===== config.mk =====
export PLATFORM = sky130hd
export DESIGN_NAME = imem_boot_ctrl
export DESIGN_NICKNAME = d
export VERILOG_FILES = /design/src/rtl/imem_boot_pkg.sv /design/src/rtl/imem_boot_ctrl_budget_timer.sv /design/src/rtl/imem_boot_ctrl.sv
export SDC_FILE = /design/constraint.sdc
export NUM_CORES = 1
export LEC_CHECK = 0
export ABC_AREA = 1
export BUFFER_PORTS_ARGS = -buffer_cell sky130_fd_sc_hd__buf_2
export CAP_MARGIN = 20
export CELL_PAD_IN_SITES_DETAIL_PLACEMENT = 1
export CELL_PAD_IN_SITES_GLOBAL_PLACEMENT = 1
export CORE_MARGIN = 5
export CORE_UTILIZATION = 37
export DETAILED_ROUTE_END_ITERATION = 10
export PLACE_DENSITY_LB_ADDON = 0.2
export SYNTH_ARGS = -nofsm -noshare
export SYNTH_HDL_FRONTEND = slang
export SYNTH_SLANG_ARGS = --single-unit

===== constraint.sdc =====
create_clock -name clk -period 1.8 [get_ports clk]
set_clock_uncertainty 0.05 [all_clocks]
set_input_delay 0.09 -clock clk [delete_from_list [all_inputs] [get_ports clk]]
set_output_delay 0.09 -clock clk [all_outputs]
set_load 0.1 [all_outputs]

===== src/rtl/imem_boot_pkg.sv =====
// Shared types and constants for the instruction-memory boot controller.
// Contents:
//   boot_state_t      - sequencer state encoding
//   TERM_WORD_DEFAULT - ebreak, written after the last program word
//   WORD_BYTES        - byte stride between consecutive program words
package imem_boot_pkg;

    typedef enum logic [2:0] {
        IDLE  = 3'd0,
        LOAD  = 3'd1,
        TERM  = 3'd2,
        RUN   = 3'd3,
        HALT  = 3'd4,
        ERROR = 3'd5
    } boot_state_t;

    localparam logic [31:0] TERM_WORD_DEFAULT = 32'h0010_0073;
    localparam int          WORD_BYTES        = 4;

endpackage


===== src/rtl/imem_boot_ctrl_budget_timer.sv =====
// boot_budget_timer: loadable down-counter that measures the core run window.
// Ports:
//   clk, rst  - clock, asynchronous active-low reset
//   load      - load count with load_val (takes priority over en)
//   load_val  - value loaded into the counter
//   en        - decrement by one per cycle while count is non-zero
//   count     - current budget
//   expire    - terminal count: this is the last cycle of the window
module boot_budget_timer #(
    parameter int BUD_W = 32
) (
    input  logic             clk,
    input  logic             rst,
    input  logic             load,
    input  logic [BUD_W-1:0] load_val,
    input  logic             en,
    output logic [BUD_W-1:0] count,
    output logic             expire
);

    // A budget of zero is treated like one so the run window always closes.
    assign expire = (count == BUD_W'(1)) || (count == '0);

    always_ff @(posedge clk or negedge rst) begin
        if (!rst) begin
            count <= '0;
        end else if (load) begin
            count <= load_val;
        end else if (en && (count != '0)) begin
            count <= count - BUD_W'(1);
        end
    end

endmodule


===== src/rtl/imem_boot_ctrl.sv =====
// imem_boot_ctrl: loads a program stream into instruction memory while the
// core is held in reset, appends a terminator word, releases the core for a
// budget proportional to program length, then flags halt.
// Ports:
//   clk, rst            - clock, asynchronous active-low reset
//   start, clear        - begin a load (IDLE) / leave HALT or ERROR
//   in_valid/in_ready   - program word handshake; in_data, in_last qualify it
//   mem_we/addr/wdata   - registered instruction-memory write port
//   core_hold           - 1 holds the core in reset
//   running, halted     - run window active / run window expired
//   error               - program exceeded MAX_WORDS
//   word_count          - words accepted in the current load
//
// state | meaning
// IDLE  | core held, waiting for start
// LOAD  | accepting program words, one write per handshake
// TERM  | one cycle: write terminator, load run budget
// RUN   | core released, budget counting down
// HALT  | budget expired, core held, waiting for clear
// ERROR | program overflow, core held, waiting for clear
module imem_boot_ctrl
    import imem_boot_pkg::*;
#(
    parameter int          ADDR_W       = 32,
    parameter int          BASE_ADDR    = 4,
    parameter int          MAX_WORDS    = 1024,
    parameter int          CYC_PER_WORD = 1,
    parameter int          RUN_EXTRA    = 2,
    parameter logic [31:0] TERM_WORD    = TERM_WORD_DEFAULT,
    parameter int          CNT_W        = 11,
    parameter int          BUD_W        = 32
) (
    input  logic              clk,
    input  logic              rst,
    input  logic              start,
    input  logic              clear,
    input  logic              in_valid,
    output logic              in_ready,
    input  logic [31:0]       in_data,
    input  logic              in_last,
    output logic              mem_we,
    output logic [ADDR_W-1:0] mem_addr,
    output logic [31:0]       mem_wdata,
    output logic              core_hold,
    output logic              running,
    output logic              halted,
    output logic              error,
    output logic [CNT_W-1:0]  word_count
);

    boot_state_t       state;
    logic [ADDR_W-1:0] ptr;
    logic              hs;
    logic              bud_load;
    logic              bud_en;
    logic              bud_expire;
    logic [BUD_W-1:0]  bud_load_val;
    logic [BUD_W-1:0]  budget;

    assign in_ready = (state == LOAD);
    assign hs       = in_valid && in_ready;

    // word_count is already final while in TERM.
    assign bud_load     = (state == TERM);
    assign bud_en       = (state == RUN);
    assign bud_load_val = BUD_W'(word_count) * BUD_W'(CYC_PER_WORD) + BUD_W'(RUN_EXTRA);

    boot_budget_timer #(
        .BUD_W (BUD_W)
    ) u_budget_timer (
        .clk      (clk),
        .rst      (rst),
        .load     (bud_load),
        .load_val (bud_load_val),
        .en       (bud_en),
        .count    (budget),
        .expire   (bud_expire)
    );

    always_ff @(posedge clk or negedge rst) begin
        if (!rst) begin
            state      <= IDLE;
            ptr        <= ADDR_W'(BASE_ADDR);
            word_count <= '0;
            mem_we     <= 1'b0;
            mem_addr   <= ADDR_W'(BASE_ADDR);
            mem_wdata  <= '0;
            core_hold  <= 1'b1;
            running    <= 1'b0;
            halted     <= 1'b0;
            error      <= 1'b0;
        end else begin
            mem_we <= 1'b0;
            case (state)
                IDLE: begin
                    if (start) begin
                        word_count <= '0;
                        ptr        <= ADDR_W'(BASE_ADDR);
                        state      <= LOAD;
                    end
                end
                LOAD: begin
                    if (hs) begin
                        // Overflow check wins even if the word carries in_last.
                        if (word_count == CNT_W'(MAX_WORDS)) begin
                            error <= 1'b1;
                            state <= ERROR;
                        end else begin
                            mem_we     <= 1'b1;
                            mem_addr   <= ptr;
                            mem_wdata  <= in_data;
                            ptr        <= ptr + ADDR_W'(WORD_BYTES);
                            word_count <= word_count + CNT_W'(1);
                            if (in_last) begin
                                state <= TERM;
                            end
                        end
                    end
                end
                TERM: begin
                    mem_we    <= 1'b1;
                    mem_addr  <= ptr;
                    mem_wdata <= TERM_WORD;
                    core_hold <= 1'b0;
                    running   <= 1'b1;
                    state     <= RUN;
                end
                RUN: begin
                    if (bud_expire) begin
                        core_hold <= 1'b1;
                        running   <= 1'b0;
                        halted    <= 1'b1;
                        state     <= HALT;
                    end
                end
                HALT: begin
                    if (clear) begin
                        halted <= 1'b0;
                        state  <= IDLE;
                    end
                end
                ERROR: begin
                    if (clear) begin
                        error <= 1'b0;
                        state <= IDLE;
                    end
                end
                default: begin
                    state <= IDLE;
                end
            endcase
        end
    end

endmodule


Word-level counts from Yosys, hierarchy flattened
Index checks and enable logic that the tools add are counted.

cells by class
  reductions and logical operators = 19
  muxes and demuxes = 35
  add/sub/neg operators = 4
  equal/unequal tests = 16

operators by type and width
  kind                     number
  $mux W32                 9
  $pmux W32 S2             3
  $mux W11                 3
  $add A32 B3 Y32 const B  1
  $eq A32 B1 Y1 const B    1
  $logic_not A32 Y1        1
  $reduce_bool A32 Y1      1
  $sub A32 B1 Y32 const B  1
  $pmux W11 S2             1
  $mux W3                  6
  $pmux W3 S5              1
  $add A11 B2 Y12 const B  1
  $reduce_bool A2 Y1       6
  $add A11 B1 Y11 const B  1
  $eq A11 B11 Y1 const B   1
  $ne A2 B2 Y1 const B     5
  $pmux W1 S2              5
  $reduce_and A4 Y1        2
  $mux W1                  7
  $eq A3 B2 Y1 const B     2
  $eq A3 B3 Y1 const B     2
  $ne A2 B1 Y1 const B     3
  $reduce_and A3 Y1        2
  $reduce_and A5 Y1        1
  7 further kinds          8

storage, ports and cells
  output and inout bits = 81
  logic and storage cells = 85
  flip-flop bits (word level) = 147
  input port bits = 38

Depth between registers and ports, before layout
  depth after elaboration = 4
  gate-level depth with buffers = 11
  depth with buffers taken out = 11

By module
Synthesis repeated with hierarchy kept, for this count alone.

second synthesis, totals
  cells, all modules = 1198
  area total of the unflattened synthesis = 8298.0 sq um

modules (own cells, without submodules)
  module             instances  cells each  area each (sq um)  seq. area each (sq um)
  imem_boot_ctrl     1          768         5733.0             2781.4
  boot_budget_timer  1          430         2565.0             800.8

Worst setup path after synthesis
OpenSTA, ideal clock, no wires.

  kind = flip-flop to flip-flop
  start point = register word_count[0]
  end point = register mem_addr[15]
  path slack = -586 ps
  setup time = 121 ps
  required time = 1629 ps
  data arrival time = 2216 ps
  period minus slack after synthesis = 2386 ps
  stages on the path, launching flop included = 11
  path buffers = 2
  cells stage by stage = dfrtp_1 inv_1 ha_1 nand2_1 nor2_1 nand2_1 nand2_1 buf_4 buf_2 nand3_1 nand2_1

on the way
  longest elaborated chain between the ends = 3

ends and longest elaborated chain
  element                      RTL line               text
  start: declaration           imem_boot_ctrl.sv:48   output logic [CNT_W-1:0] word_count
  start signal: assignment     imem_boot_ctrl.sv:113  word_count <= word_count + CNT_W'(1);
  $eq A11 B11 Y1               imem_boot_ctrl.sv:105  if (word_count == CNT_W'(MAX_WORDS)) begin
  $ne A2 B2 Y1 (no line)       n/a
  $reduce_and A3 Y1 (no line)  n/a
  end signal: assignment       imem_boot_ctrl.sv:86   mem_addr <= ADDR_W'(BASE_ADDR);
  end signal: assignment       imem_boot_ctrl.sv:110  mem_addr <= ptr;
  end signal: assignment       imem_boot_ctrl.sv:122  mem_addr <= ptr;
  end: declaration             imem_boot_ctrl.sv:42   output logic [ADDR_W-1:0] mem_addr,

No other way between the ends.
A chain may end at the register's enable or synchronous reset.

Worst setup path after layout
  start point = register u_budget_timer.count[16]
  end point = register u_budget_timer.count[25]

on the way
  longest elaborated chain between the ends = 3
  elaborated cells on any way between the ends = 6
  those cells by class = add/sub: 1; mux: 2; reduce/logical: 3

ends and longest elaborated chain
  element                                                 RTL line                                                              text
  start: declaration                                      imem_boot_ctrl_budget_timer.sv:17                                     output logic [BUD_W-1:0] count,
  start signal: assignment                                imem_boot_ctrl_budget_timer.sv:28                                     count <= load_val;
  start signal: assignment                                imem_boot_ctrl_budget_timer.sv:30                                     count <= count - BUD_W'(1);
  $sub A32 B1 Y32 or $reduce_bool A32 Y1 (tied branches)  imem_boot_ctrl_budget_timer.sv:30, imem_boot_ctrl_budget_timer.sv:29
  $mux W32 or $logic_and A1 B1 Y1 (tied branches)         imem_boot_ctrl_budget_timer.sv:29                                     end else if (en && (count != '0)) begin
  $mux W32 or $reduce_bool A2 Y1 (tied branches)          n/a

Parallel ways exist; a longest one is shown, timed or not. The select of a mux whose other input is x is not followed.

==> results.rst <==
.. list-table::
   :header-rows: 1

   * - Metric
     - Value
   * - Run status
     - finished with violations
   * - Violations in the final reports
     - setup timing
   * - Number of synthesized flops with an enable pin
     - 0
   * - Sequential power share
     - 44.9%
   * - Max Clk Rate
     - 549 MHz
   * - Int Power
     - 5.46 mW
   * - Register bit count reported by yosys
     - 143
   * - Final setup violation count
     - 9
   * - Largest net degree at the start of global routing
     - 55
   * - Clock transition at the register clock pins on the worst setup and hold paths after CTS
     - 70 ps
   * - Layout cell share with drive strength beyond 1
     - 27.0%
   * - Worst hold-check path type
     - in -> async
   * - P_sw
     - 1.70 mW
   * - Standard-cell rows
     - 54
   * - Antenna diode instance count
     - 0
   * - Routability Congestion
     - 0.863
   * - Boundary pin count
     - 119
   * - Share of total power in the clock network
     - 51.8%
   * - Vias after detailed routing
     - 8,590
   * - Final hold violation count
     - 0
   * - Clock tree from TritonCTS
     - done
   * - Wire length reported by the detailed router
     - 30,400 microns
   * - Via count of the first global-routing pass
     - 8,727
   * - Clock latency of the later-clocked register in the worst-skew pair
     - 430 ps
   * - Hold slack
     - 127 ps
   * - Crit-path slowest cell
     - dfrtp_2
   * - Total buffers and inverters traversed by the critical path
     - 2
   * - Power density relative to cell area
     - 638 nW/um^2
   * - Effective utilization at floorplan
     - 37.4%
   * - Proportion of synthesized chip area in sequential cells
     - 44.0%
   * - 1st-pass router iterations
     - 6
   * - CP Data Required Time
     - 2100 ps
   * - Most instantiated flip-flop cell in the synthesis netlist
     - dfrtp_1
   * - Gate power share
     - 3.4%
   * - TritonCTS buffer count
     - 17
   * - Final cycle utilization of the critical path
     - 101%
   * - GR Overflow Total
     - 0
   * - RSZ-0062 raised after global routing
     - true
   * - Fin Setup TNS
     - -97.6 ps
   * - Cell area reported after detailed placement
     - 9610 sq um
   * - Element type at the critical path start
     - flop
   * - Most used cells in the layout excluding fill and tap cells
     - nand2_1 (357), nor2_1 (140), nand3_1 (138)
   * - Maximum number of buffers from clock root to sink
     - 2
   * - Overall die width
     - 158 microns
   * - Routed length per instance
     - 18.1 microns
   * - Level count of the clock H-tree
     - 4
   * - Vias per std cell
     - 5.12
   * - Fillcell total
     - 2,736
   * - Crit path capture type
     - flop
   * - Number of antenna violations at the first check in global routing
     - 0
   * - Number of max-slew violations in the final report
     - 0
   * - Post-detailed-placement half-perimeter wirelength
     - 20,200 microns
   * - Startpoint-to-endpoint class of the critical path
     - reg -> reg
   * - Max-Slew Margin vs Limit
     - 61.0%
   * - Initial drt markers
     - 448
   * - DRC viols
     - 0
   * - Worst Max-Slew Pin Slew
     - 586 ps
   * - Netlist area before placement
     - 8150 sq um
   * - Maximum fanout count along the critical path
     - 6
   * - Yosys cell types
     - 33
   * - Final cell count without fillers
     - 1,679
   * - First-pass GRT wire length
     - 46,400 microns
   * - Detail Route Antenna Nets
     - 0
   * - Leading cell type in the layout, fill and taps excluded
     - nand2_1
   * - CP delay by family, top
     - simple AND/OR/NAND/NOR gates
   * - Avg Inst Size Synth
     - 7.06 sq um
   * - Non-Filler Cell Area, Final
     - 11,200 sq um
   * - Stage delay of the slowest cell on the critical path
     - 460 ps
   * - Core region area
     - 21,800 sq um
   * - Async set-or-reset flop fraction in the synthesized netlist
     - 100%
   * - Arrival time at the worst endpoint
     - 2130 ps
   * - Largest voltage drop on the vdd net
     - 512 uV
   * - Max cap viols
     - 0
   * - Least setup slack across all paths after layout
     - -21.1 ps
   * - Gate count of the mapped netlist
     - 1,154
   * - Clock Tree Root
     - clkbuf_16
   * - Floorplan die height
     - 158 microns
   * - Final critical-path required period
     - 1820 ps
   * - Number of instances in the placed design
     - 1,582
   * - Overall Power
     - 7.17 mW
   * - Total clock sinks
     - 143
   * - Count of warnings emitted by yosys
     - 0
   * - Switching Share
     - 23.8%
   * - Area added between synthesis and finish
     - 37.9%
   * - Die ar.
     - 25,100 sq um
   * - Nets@finish
     - 1,430
   * - Number of input and output port buffers inserted
     - 116
   * - GRT Resource Usage Total
     - 23.2%
   * - Worst-path cell chain
     - nor2_2 > nand2_1 > nor2_2 > nand2_2 > nor2_4 > nor2_4 > nor2_4 > buf_12 > buf_12 > nand2_1 > nand2_1
   * - Leak pwr
     - 5.64 nW
-- Yosys cell counts (5+ instances only) --
cell type	instances	area [sq um]
nand2_1	368	1380
nor2_1	183	687
nand3_1	143	716
dfrtp_1	140	3500
inv_1	80	300
nand4_1	36	225
o21ai_1	29	145
o21ai_0	28	140
a21oi_1	25	125
xor2_1	17	149
buf_2	15	75.1
buf_4	11	82.6
clkbuf_1	11	41.3
inv_2	8	30.0
or2_2	8	50.1
o21bai_1	7	52.6
ha_1	6	75.1
nor3_1	6	30.0
buf_6	5	56.3
nand2_2	5	31.3
-- path summary, 6_finish.rpt --
| check | start | end | slack (ps) | cells after the start |
|---|---|---|---|---|
| setup / recovery | u_budget_timer.count[16]$_DFFE_PN0P_ | u_budget_timer.count[25]$_DFFE_PN0P_ | -20 | 11 |
| hold / removal | rst | u_budget_timer.count[14]$_DFFE_PN0P_ | 130 | 2 |
| setup reg to reg | u_budget_timer.count[16]$_DFFE_PN0P_ | u_budget_timer.count[25]$_DFFE_PN0P_ | -20 | 11 |
| hold reg to reg | core_hold$_DFFE_PN1P_ | core_hold$_DFFE_PN1P_ | 430 | 2 |
| max in group asynchronous | rst | word_count[0]$_DFFE_PN0P_ | 890 | 3 |
| min in group clk | in_last | state[1]$_DFFE_PN0P_ | 140 | 4 |
-- sequential cells by signal (all words and copies together), names as in the netlist --
| name | cells |
|---|---|
| running | 1 |
| mem_we | 1 |
| word_count | 11 |
| state | 3 |
| ptr | 30 |
| u_budget_timer.count | 32 |
| error | 1 |
| halted | 1 |
| core_hold | 1 |
| mem_addr | 30 |
| mem_wdata | 32 |
-- timing repair --
item	4_1_cts	5_1_grt
pin swaps	1	17
hold buffers	35	0
cloned	0	10
hold endpoints to repair	116	0
gates resized for setup	15	85
endpoints found under the setup margin	27	112
buffers inserted	0	20
-- final cells by class --
cell class              instances  area (sq um)  share of cell area, %
multi-input cells             878          4250                   37.8
well taps                     280           350                   3.12
clock inverters                13           151                   1.35
inverters                      88           344                   3.06
flip-flops and latches        143          3620                   32.3
clock buffers                  19           453                   4.03
repair buffers                258          2060                   18.4
-- per-layer routing --
layer	share of wire, %	wire, microns	up-vias	global-route usage, %
met5	0	0	-	0
met4	0.94	284	0	5.16
met3	4.9	1500	21	4.27
met2	47	14400	201	38.1
met1	47	14200	4198	32.0
li1	-	-	4170	-
-- per-stage QoR --
stage          util [%]  setup slack, ps
2_1_floorplan         -            -18.0
3_3_place_gp       44.2             16.5
3_5_place_dp       44.2            -5.52
4_1_cts            48.7             4.59
5_1_grt            51.6             -133
6_report           51.6            -21.1
-- power groups by stage --
stage	clock network, mW	logic, mW	registers, mW
floorplan	0	0.0254	3.29
global placement	0	0.180	3.28
detailed placement	0	0.182	3.28
CTS	3.77	0.239	3.22
global route	3.89	0.266	3.21
finish	3.71	0.241	3.22
-- cells by family after synthesis --
| group | count (synthesis) | share of synthesized area [%] |
|---|---|---|
| buffers and inverters | 134 | 7.37 |
| adder cells (fa/ha/maj) | 6 | 0.922 |
| other | 1 | 0.0460 |
| XOR/XNOR | 18 | 1.94 |
| AND/OR/NAND/NOR | 759 | 39.6 |
| flip-flops | 143 | 44.0 |
| AO/OA/AOI/OAI | 93 | 6.16 |
(Power assumes the default switching activity.)
